--- src/rtl/branch_predictor_pkg.sv ---
// Shared predictor types: branch kinds, the IF-side prediction record,
// the EXE-side resolution record, and the 2-bit counter helpers.
package branch_predictor_pkg;

    typedef enum logic [1:0] {
        BIsNone = 2'd0,
        BIsImme = 2'd1,
        BIsCall = 2'd2,
        BIsRetn = 2'd3
    } btype_e;

    typedef struct packed {
        logic        valid;
        logic        hit;
        btype_e      btype;
        logic [1:0]  count;
        logic [31:0] target;
    } presult_t;

    typedef struct packed {
        logic        valid;
        logic        hit;
        btype_e      btype;
        logic        is_taken;
        logic [31:0] target;
        logic [31:0] pc;
        logic [1:0]  count;
        logic        retn_success;
    } bresult_t;

    function automatic logic [1:0] sat_inc(input logic [1:0] c);
        return (c == 2'b11) ? c : c + 2'b01;
    endfunction

    function automatic logic [1:0] sat_dec(input logic [1:0] c);
        return (c == 2'b00) ? c : c - 2'b01;
    endfunction

endpackage

--- src/rtl/branch_predictor_ras.sv ---
// Return-address stack: circular buffer, a push when full overwrites the
// oldest slot and the occupancy count saturates at RAS_DEPTH.
module ras_stack #(
    parameter int RAS_DEPTH = 8
) (
    input  logic        clk,
    input  logic        rst,
    input  logic        push,
    input  logic        pop,
    input  logic [31:0] push_data,
    output logic [31:0] top,
    output logic        empty
);
    localparam int PTR_W = $clog2(RAS_DEPTH);
    localparam int CNT_W = $clog2(RAS_DEPTH + 1);

    logic [RAS_DEPTH-1:0][31:0] mem;
    logic [PTR_W-1:0]           ptr;   // next free slot
    logic [CNT_W-1:0]           cnt;

    assign top   = mem[ptr - 1'b1];
    assign empty = (cnt == '0);

    // storage write; contents are meaningless while cnt is 0, so no reset
    always_ff @(posedge clk) begin
        if (push) mem[ptr] <= push_data;
    end

    // pointer and occupancy; push wins if both are ever asserted
    always_ff @(posedge clk) begin
        if (rst) begin
            ptr <= '0;
            cnt <= '0;
        end else if (push) begin
            ptr <= ptr + 1'b1;
            if (cnt != CNT_W'(RAS_DEPTH)) cnt <= cnt + 1'b1;
        end else if (pop && !empty) begin
            ptr <= ptr - 1'b1;
            cnt <= cnt - 1'b1;
        end
    end

endmodule

--- src/rtl/branch_predictor.sv ---
// IF-stage predictor: direct-mapped BTB with per-entry 2-bit counter and
// branch type, plus a RAS for returns. Prediction is registered (1 cycle).
module branch_predictor
    import branch_predictor_pkg::*;
#(
    parameter int BTB_ENTRIES = 64,
    parameter int TAG_W       = 8,
    parameter int RAS_DEPTH   = 8
) (
    input  logic        clk,
    input  logic        rst,
    input  logic [31:0] IF_PC,
    input  logic        IF_Req,
    input  logic        IF_Stall,
    output presult_t    IF_PResult,
    output logic        IF_PredTaken,
    input  bresult_t    EXE_BResult
);
    localparam int IDX_W = $clog2(BTB_ENTRIES);

    logic [BTB_ENTRIES-1:0]             btb_valid;
    logic [BTB_ENTRIES-1:0][TAG_W-1:0]  btb_tag;
    logic [BTB_ENTRIES-1:0][1:0]        btb_type;
    logic [BTB_ENTRIES-1:0][1:0]        btb_cnt;
    logic [BTB_ENTRIES-1:0][31:0]       btb_target;

    logic [IDX_W-1:0] l_idx, u_idx;
    logic [TAG_W-1:0] l_tag, u_tag;
    logic             l_hit, lookup_en;
    btype_e           l_type;
    logic [31:0]      pc_plus8, ras_top;
    logic             ras_empty, ras_push, ras_pop;
    presult_t         nxt_pres;
    logic             nxt_taken;
    logic [1:0]       u_cnt;

    assign l_idx     = IF_PC[IDX_W+1:2];
    assign l_tag     = IF_PC[IDX_W+TAG_W+1:IDX_W+2];
    assign l_hit     = btb_valid[l_idx] && (btb_tag[l_idx] == l_tag);
    assign l_type    = l_hit ? btype_e'(btb_type[l_idx]) : BIsNone;
    assign pc_plus8  = IF_PC + 32'd8;
    assign lookup_en = IF_Req && !IF_Stall && l_hit;

    // next prediction and RAS side effects for the PC being fetched
    always_comb begin
        nxt_pres        = '0;
        nxt_pres.valid  = IF_Req;
        nxt_pres.hit    = l_hit;
        nxt_pres.btype  = l_type;
        nxt_pres.count  = l_hit ? btb_cnt[l_idx] : 2'b01;
        nxt_pres.target = pc_plus8;
        nxt_taken       = 1'b0;
        ras_push        = 1'b0;
        ras_pop         = 1'b0;
        case (l_type)
            BIsImme: begin
                if (btb_cnt[l_idx][1]) begin
                    nxt_pres.target = btb_target[l_idx];
                    nxt_taken       = 1'b1;
                end
            end
            BIsCall: begin
                nxt_pres.target = btb_target[l_idx];
                nxt_taken       = 1'b1;
                ras_push        = lookup_en;
            end
            BIsRetn: begin
                // empty RAS falls back to the last resolved return target
                nxt_pres.target = ras_empty ? btb_target[l_idx] : ras_top;
                nxt_taken       = 1'b1;
                ras_pop         = lookup_en && !ras_empty;
            end
            default: ;
        endcase
    end

    ras_stack #(.RAS_DEPTH(RAS_DEPTH)) u_ras (
        .clk       (clk),
        .rst       (rst),
        .push      (ras_push),
        .pop       (ras_pop),
        .push_data (pc_plus8),
        .top       (ras_top),
        .empty     (ras_empty)
    );

    // registered prediction, frozen while fetch is stalled
    always_ff @(posedge clk) begin
        if (rst) begin
            IF_PResult   <= '0;
            IF_PredTaken <= 1'b0;
        end else if (!IF_Stall) begin
            IF_PResult   <= nxt_pres;
            IF_PredTaken <= nxt_taken && IF_Req;
        end
    end

    assign u_idx = EXE_BResult.pc[IDX_W+1:2];
    assign u_tag = EXE_BResult.pc[IDX_W+TAG_W+1:IDX_W+2];
    assign u_cnt = EXE_BResult.hit
                 ? (EXE_BResult.is_taken ? sat_inc(EXE_BResult.count) : sat_dec(EXE_BResult.count))
                 : (EXE_BResult.is_taken ? 2'b10 : 2'b01);

    // valid bits: a resolved non-branch that hit is an alias and is evicted
    always_ff @(posedge clk) begin
        if (rst) begin
            btb_valid <= '0;
        end else if (EXE_BResult.valid) begin
            if (EXE_BResult.btype != BIsNone)
                btb_valid[u_idx] <= 1'b1;
            else if (EXE_BResult.hit)
                btb_valid[u_idx] <= 1'b0;
        end
    end

    // entry payload; guarded by valid so it needs no reset
    always_ff @(posedge clk) begin
        if (EXE_BResult.valid && EXE_BResult.btype != BIsNone) begin
            btb_tag[u_idx]    <= u_tag;
            btb_type[u_idx]   <= EXE_BResult.btype;
            btb_target[u_idx] <= EXE_BResult.target;
            btb_cnt[u_idx]    <= u_cnt;
        end
    end

endmodule

--- config.mk ---
export PLATFORM = sky130hd
export DESIGN_NAME = branch_predictor
export DESIGN_NICKNAME = d
export VERILOG_FILES = /design/src/rtl/branch_predictor_pkg.sv /design/src/rtl/branch_predictor_ras.sv /design/src/rtl/branch_predictor.sv
export SDC_FILE = /design/constraint.sdc
export NUM_CORES = 2
export LEC_CHECK = 0
export BUFFER_PORTS_ARGS = -buffer_cell sky130_fd_sc_hd__buf_2
export CORE_ASPECT_RATIO = 0.9
export CORE_MARGIN = 3
export CORE_UTILIZATION = 50
export CTS_CLUSTER_SIZE = 30
export DETAILED_ROUTE_END_ITERATION = 10
export PLACE_DENSITY = 0.66
export SLEW_MARGIN = 20
export SYNTH_ARGS = -nofsm -noshare
export SYNTH_HDL_FRONTEND = slang
export SYNTH_SLANG_ARGS = --single-unit
--- constraint.sdc ---
create_clock -name clk -period 9.2 [get_ports clk]
set_clock_uncertainty 0.05 [all_clocks]
set_input_delay 0.46 -clock clk [delete_from_list [all_inputs] [get_ports clk]]
set_output_delay 0.46 -clock clk [all_outputs]
set_load 0.02 [all_outputs]
# ---- Yosys cells after proc, flatten, opt, wreduce, memory -nomap -nowiden
# Cells that the tools add are included.
dict set report totals {
  rom_bits 0
  mem_bits_rw 0
  in_bits 108
  latchBits 0
  mem_count 0
  word_cells 363
  regBits 3182
}
dict set report classes {
  reduce_logical 19
  n_div 0
  n_mul 0
  eq_ne 7
  order_cmp 6
  addsub 7
  n_mux 48
  n_shift 0
  n_bitwise 3
}
# cell count
set ops {}
lappend ops {{$bwmux W2048} 1}
lappend ops {{$bwmux W512} 1}
lappend ops {{$bwmux W128} 2}
lappend ops {{$bwmux W256} 1}
lappend ops {{$bmux W32 S6} 1}
lappend ops {{$demux W32 S6} 1}
lappend ops {{$mux W32} 6}
lappend ops {{$mux W64} 2}
lappend ops {{$bmux W32 S3} 1}
lappend ops {{$demux W32 S3} 1}
lappend ops {{$pmux W32 S3} 1}
lappend ops {{$and A64 B64 Y64} 1}
lappend ops {{$not A64 Y64} 1}
lappend ops {{$or A64 B64 Y64} 1}
lappend ops {{$bmux W8 S6} 1}
lappend ops {{$demux W8 S6} 1}
lappend ops {{$add A32 B4 Y32 const B} 1}
lappend ops {{$bmux W2 S6} 2}
lappend ops {{$mux W2} 10}
lappend ops {{$mux W8} 2}
lappend ops {{$lt A6 B7 Y1 const B} 2}
lappend ops {{$demux W2 S6} 1}
lappend ops {{$mux W4} 3}
lappend ops {{$logic_and A1 B1 Y1} 9}
lappend ops {{other kinds (25)} 37}

# ---- Depth between registers and ports, before layout
dict set report depth {
  ltp_word 10
  mapped_depth 21
}

# ---- Cells and area by module
# Synthesis repeated with hierarchy kept, for this count alone.
dict set report unflattened {
  hier_cells 5989
  hier_area_um2 124277.9
}
# mod instances cells_per_inst area_each_um2
set modules_own_cells {}
lappend modules_own_cells {branch_predictor 1 5551 114095.7}
lappend modules_own_cells {ras_stack 1 438 10182.3}

# ---- Least setup slack after synthesis
# No wires, ideal clock.
dict set report synth_path {
  kind {input-to-reg}
  start {input IF_PC[2]}
  end {register u_ras.mem[160] (netlist bit) (enable)}
  path_slack_ns 2.158
  path_stages 12
  t_arrival_ns 6.491
  required_ns 8.649
  setup_ns 0.501
  path_cell_list {buf_6 -> buf_6 -> mux4_2 -> and2_0 -> a211oi_1 -> o211ai_1 -> a21oi_1 -> o221ai_1 -> or4b_4 -> or4_1 -> buf_2 -> nor4_1}
}
dict set report synth_via {
  elab_chain_len 7
  word_cells_on_any_way 12
  classes_between {eq/ne: 2; mux: 8; reduce/logical: 2}
}
# element line_no
set synth_rtl {}
lappend synth_rtl {{start: declaration} branch_predictor.sv:12} ;# input logic [31:0] IF_PC,
lappend synth_rtl {{$bmux W8 S6} branch_predictor.sv:39} ;# assign l_hit = btb_valid[l_idx] && (btb_tag[l_idx] == l_tag);
lappend synth_rtl {{$mux W8 (not written as such)} branch_predictor.sv:39}
lappend synth_rtl {{$eq A8 B8 Y1} branch_predictor.sv:39}
lappend synth_rtl {{$logic_and A1 B1 Y1} branch_predictor.sv:39}
lappend synth_rtl {{$mux W2} branch_predictor.sv:40} ;# assign l_type = l_hit ? btype_e'(btb_type[l_idx]) : BIsNone;
lappend synth_rtl {{$eq A2 B2 Y1} branch_predictor.sv:55} ;# case (l_type)
lappend synth_rtl {{$mux W1 (*)} branch_predictor.sv:55}
lappend synth_rtl {{end signal: indexed assignment} branch_predictor_ras.sv:26} ;# if (push) mem[ptr] <= push_data;
lappend synth_rtl {{end: declaration} branch_predictor_ras.sv:17} ;# logic [RAS_DEPTH-1:0][31:0] mem;
# Every way passes the cells marked *; elsewhere a longest branch is shown, timed or not. The select of a mux whose other input is x is not followed.
# A chain may end at the register's enable or synchronous reset.

# ---- Worst setup path after layout
dict set report layout_path {
  start {input IF_PC[3]}
  end {register u_ras.cnt[3]}
}
dict set report layout_via {
  elab_chain_len 10
  word_cells_on_any_way 20
  classes_between {eq/ne: 4; mux: 10; reduce/logical: 6}
}
# element line_no
set layout_rtl {}
lappend layout_rtl {{$bmux W8 S6} branch_predictor.sv:39}
lappend layout_rtl {{$mux W8 (not written as such)} branch_predictor.sv:39}
lappend layout_rtl {{$eq A8 B8 Y1} branch_predictor.sv:39}
lappend layout_rtl {{$logic_and A1 B1 Y1} branch_predictor.sv:39}
lappend layout_rtl {{$mux W2 / $logic_and A1 B1 Y1 (equally long branches)} {branch_predictor.sv:40, branch_predictor.sv:42}}
lappend layout_rtl {{$eq A2 B2 Y1 / $logic_and A1 B1 Y1 (equally long branches)} {branch_predictor.sv:55, branch_predictor.sv:71}}
lappend layout_rtl {{$mux W1} branch_predictor.sv:55}
lappend layout_rtl {{$logic_and A1 B1 Y1} branch_predictor_ras.sv:37} ;# end else if (pop && !empty) begin
lappend layout_rtl {{$reduce_bool A2 Y1 (no line)} n/a}
lappend layout_rtl {{$reduce_and A2 Y1 (no line)} n/a}
lappend layout_rtl {{end signal: assignment} branch_predictor_ras.sv:36} ;# if (cnt != CNT_W'(RAS_DEPTH)) cnt <= cnt + 1'b1;
lappend layout_rtl {{end signal: assignment} branch_predictor_ras.sv:39} ;# cnt <= cnt - 1'b1;
lappend layout_rtl {{end: declaration} branch_predictor_ras.sv:19} ;# logic [CNT_W-1:0] cnt;
# Parallel ways exist; a longest one is shown, timed or not. The select of a mux whose other input is x is not followed.

==> impl_metrics.ini <==
[cells_and_area]
final_nets = 6059
layout_common_cells = 3072 x edfxtp_1, 841 x mux4_2, 309 x clkbuf_16
regArea_um2 = 94500
drive_above_1_share_pct = 26.9
final_common_cell = edfxtp_1
final_util_pct = 56.2
n_fill_cell = 17752
syn_to_final_growth_pct = 11.3
multi_input_area_um2 = 27300
stdcell_count = 9397

[detailed_routing]
routed_wl_um = 344000
drt_first_pass_iters = 6
wire_per_inst_um = 36.6
dr.first_iter.drc_count = 9752
antenna_left = 0
via_count = 62837
vias_per_cell = 6.69
drc_errors = 0

[floorplanning]
die-area_um2 = 254000
start_util_pct = 50.5
row_count = 172
io_pins = 147
chipHeight_um = 478
core-area_um2 = 245000
fp.dieW_um = 530

[worst_hold_path]
hold_depth = 4
hold_path.class = in2reg

[global_routing]
grt_overflow = 0
grt_pass1_vias = 60524
grt_use_total_pct = 26.9
antenna_found_initial = 17
grt_max_degree = 138
grt_pass1_wl_um = 477000

[worst_setup_path]
worst-r2r-setup-slack_ns = 3.71
cp.required_ns = 9.86
end_kind = flip-flop
critPathLaunch = IF_PC[3]
r2r_end = u_ras.cnt[3]
critPathArrivalTime_ns = 6.90
cp-endpoint = u_ras.cnt[3]
timing.rr.start = btb_tag[390]
r2r_cells = 14
crit_fanout = 85
path_class = in2reg
crit_path_start_kind = input port

[logic_synthesis]
yosys_warnings = 0
syn_avg_cell_area_um2 = 21.9
syn_inst = 5661
seq_area_frac_synth_pct = 76.3
syn-num-nets = 5775
ys_seq_elements = 3182
synth-edff-count = 3072
synthArstFlopShare_pct = 0
synth_cell_types = 80
synth_ff_type = edfxtp_1
syn-cell-area_um2 = 124000

[pwr]
p_leak_uw = 0.0436
power_uw = 29700
powerDensity_nw_per_um2 = 215
vdd_drop_max_v = 0.000178

[timing]
drv_slew = 0
holdWs_ns = 0.0791
final.setup.tns_ns = 0
tightest_slew_ns = 1.19
rsz0062_at_grt = false
fin_crit_ns = 6.24
final-setup-viol-count = 0
slew_headroom_pct = 20.4
period_share_pct = 67.9
hold_violations = 0
fmax_ghz = 0.160

[clocking]
clkTransAtPathRegs_ns = 0.06
insertion_delay_ns = 0.87
cts.sink_count = 3182
cts_resized = 0
cts_setup_buffers = 0
clockBufferDepth = 4
clockRootBuffer = clkbuf_16
cts_hold_buf = 5
cts_buffers = 307
cts_max_level = 5
cts_tree = yes

[job]
maxCapViolCount = 0

[place]
hpwl_um = 182000
io_buffers = 127
gp_congestion = 0.861
dpl.cell_count = 8842

[run_status]
status = complete, no violations
[area by class of cell]
type                    instances  area share [%]
flip-flops and latches       3182            68.5
multi-input cells            2077            19.8
clock buffers                 374            5.79
well taps                    3219            2.92
repair buffers                288            1.49
clock inverters               164            1.05
inverters                      89           0.366
diodes                          4         0.00726
[worst min path at each step]
stage | end | start | slack, ns
finish | IF_PredTaken | IF_Req | 0.08
global route | IF_PResult[37] | IF_Req | 0.05
CTS | IF_PredTaken | IF_Req | 0.007
detailed placement | flip-flop | flip-flop | 0.42
global placement | IF_PredTaken | IF_PredTaken | 0.40
floorplan | flip-flop | flip-flop | 0.40
[flip-flops by register name (all words and copies together), names as in the netlist, named ones only]
| register | cells |
|---|---|
| u_ras.cnt | 4 |
| btb_type | 128 |
| u_ras.ptr | 3 |
| btb_cnt | 128 |
| btb_target | 2048 |
| u_ras.mem | 256 |
| IF_PredTaken | 1 |
| btb_tag | 512 |
| IF_PResult | 38 |
[logic make-up (layout without fill, tap and decap cells)]
logic type / after synthesis / after routing / synth area share [%]
compound gates: 519 / 519 / 2.75
other cells: 0 / 4 / 0
simple gates: 468 / 468 / 1.84
flops: 3182 / 3182 / 76.3
mux: 1052 / 1052 / 17.1
xor+xnor: 32 / 32 / 0.226
fa+ha+maj: 6 / 6 / 0.0667
buf+inv: 402 / 915 / 1.73
[metal layers]
metal / routed length (µm) / share of wire [%] / up-vias / track usage, %
met5: 110 / 0.032 / - / 0
met4: 11800 / 3.4 / 16 / 8.31
met3: 41000 / 12 / 636 / 6.28
met1: 135000 / 39 / 33726 / 40.2
met2: 156000 / 45 / 4005 / 39.9
li1: - / - / 24454 / -
[stage by stage]
stage,setup slack (ns),area [µm²]
2_1_floorplan,2.16,124000
3_3_place_gp,2.24,128000
3_5_place_dp,2.25,128000
4_1_cts,3.14,138000
5_1_grt,2.84,138000
6_report,2.96,138000
[power by group]
group | internal, µW | switching, µW
registers | 16000 | 25.5
clock network | 6850 | 5320
logic | 537 | 971
total | 23400 | 6320
[cell usage after synthesis (all sizes together), types with 11 or more instances]
cell type / number / share of area (%)
edfxtp: 3072 / 75
mux4: 845 / 15
mux2i: 189 / 1.5
buf: 188 / 1.1
nand2: 187 / 0.57
a21oi: 134 / 0.54
clkbuf: 125 / 0.38
o21ai: 123 / 0.50
dfxtp: 110 / 1.8
a22oi: 97 / 0.59
inv: 88 / 0.27
nor2: 72 / 0.22
nand3: 57 / 0.23
nor4: 23 / 0.13
a32o: 22 / 0.18
a211oi: 20 / 0.12
nor2b: 20 / 0.10
xnor2: 20 / 0.14
and3: 19 / 0.096
mux2: 18 / 0.16
nor3: 17 / 0.073
a211o: 13 / 0.092
nand4: 13 / 0.066
and2: 12 / 0.061
xor2: 12 / 0.085
a221oi: 11 / 0.078
o22ai: 11 / 0.056
[critical path, stage by stage]
cell,delay (ns)
buf_8,0.57
buf_4,0.90
mux4_2,0.42
a22o_1,0.20
a211o_1,0.28
a21boi_0,0.48
or3_1,0.19
o211ai_1,0.15
or4b_4,0.64
or4_1,0.87
ha_1,0.41
a21o_1,0.18
a21oi_1,0.31
nand2_1,0.11
a2111oi_0,0.49
a211oi_1,0.10
Power figures use the tool's default switching activity.
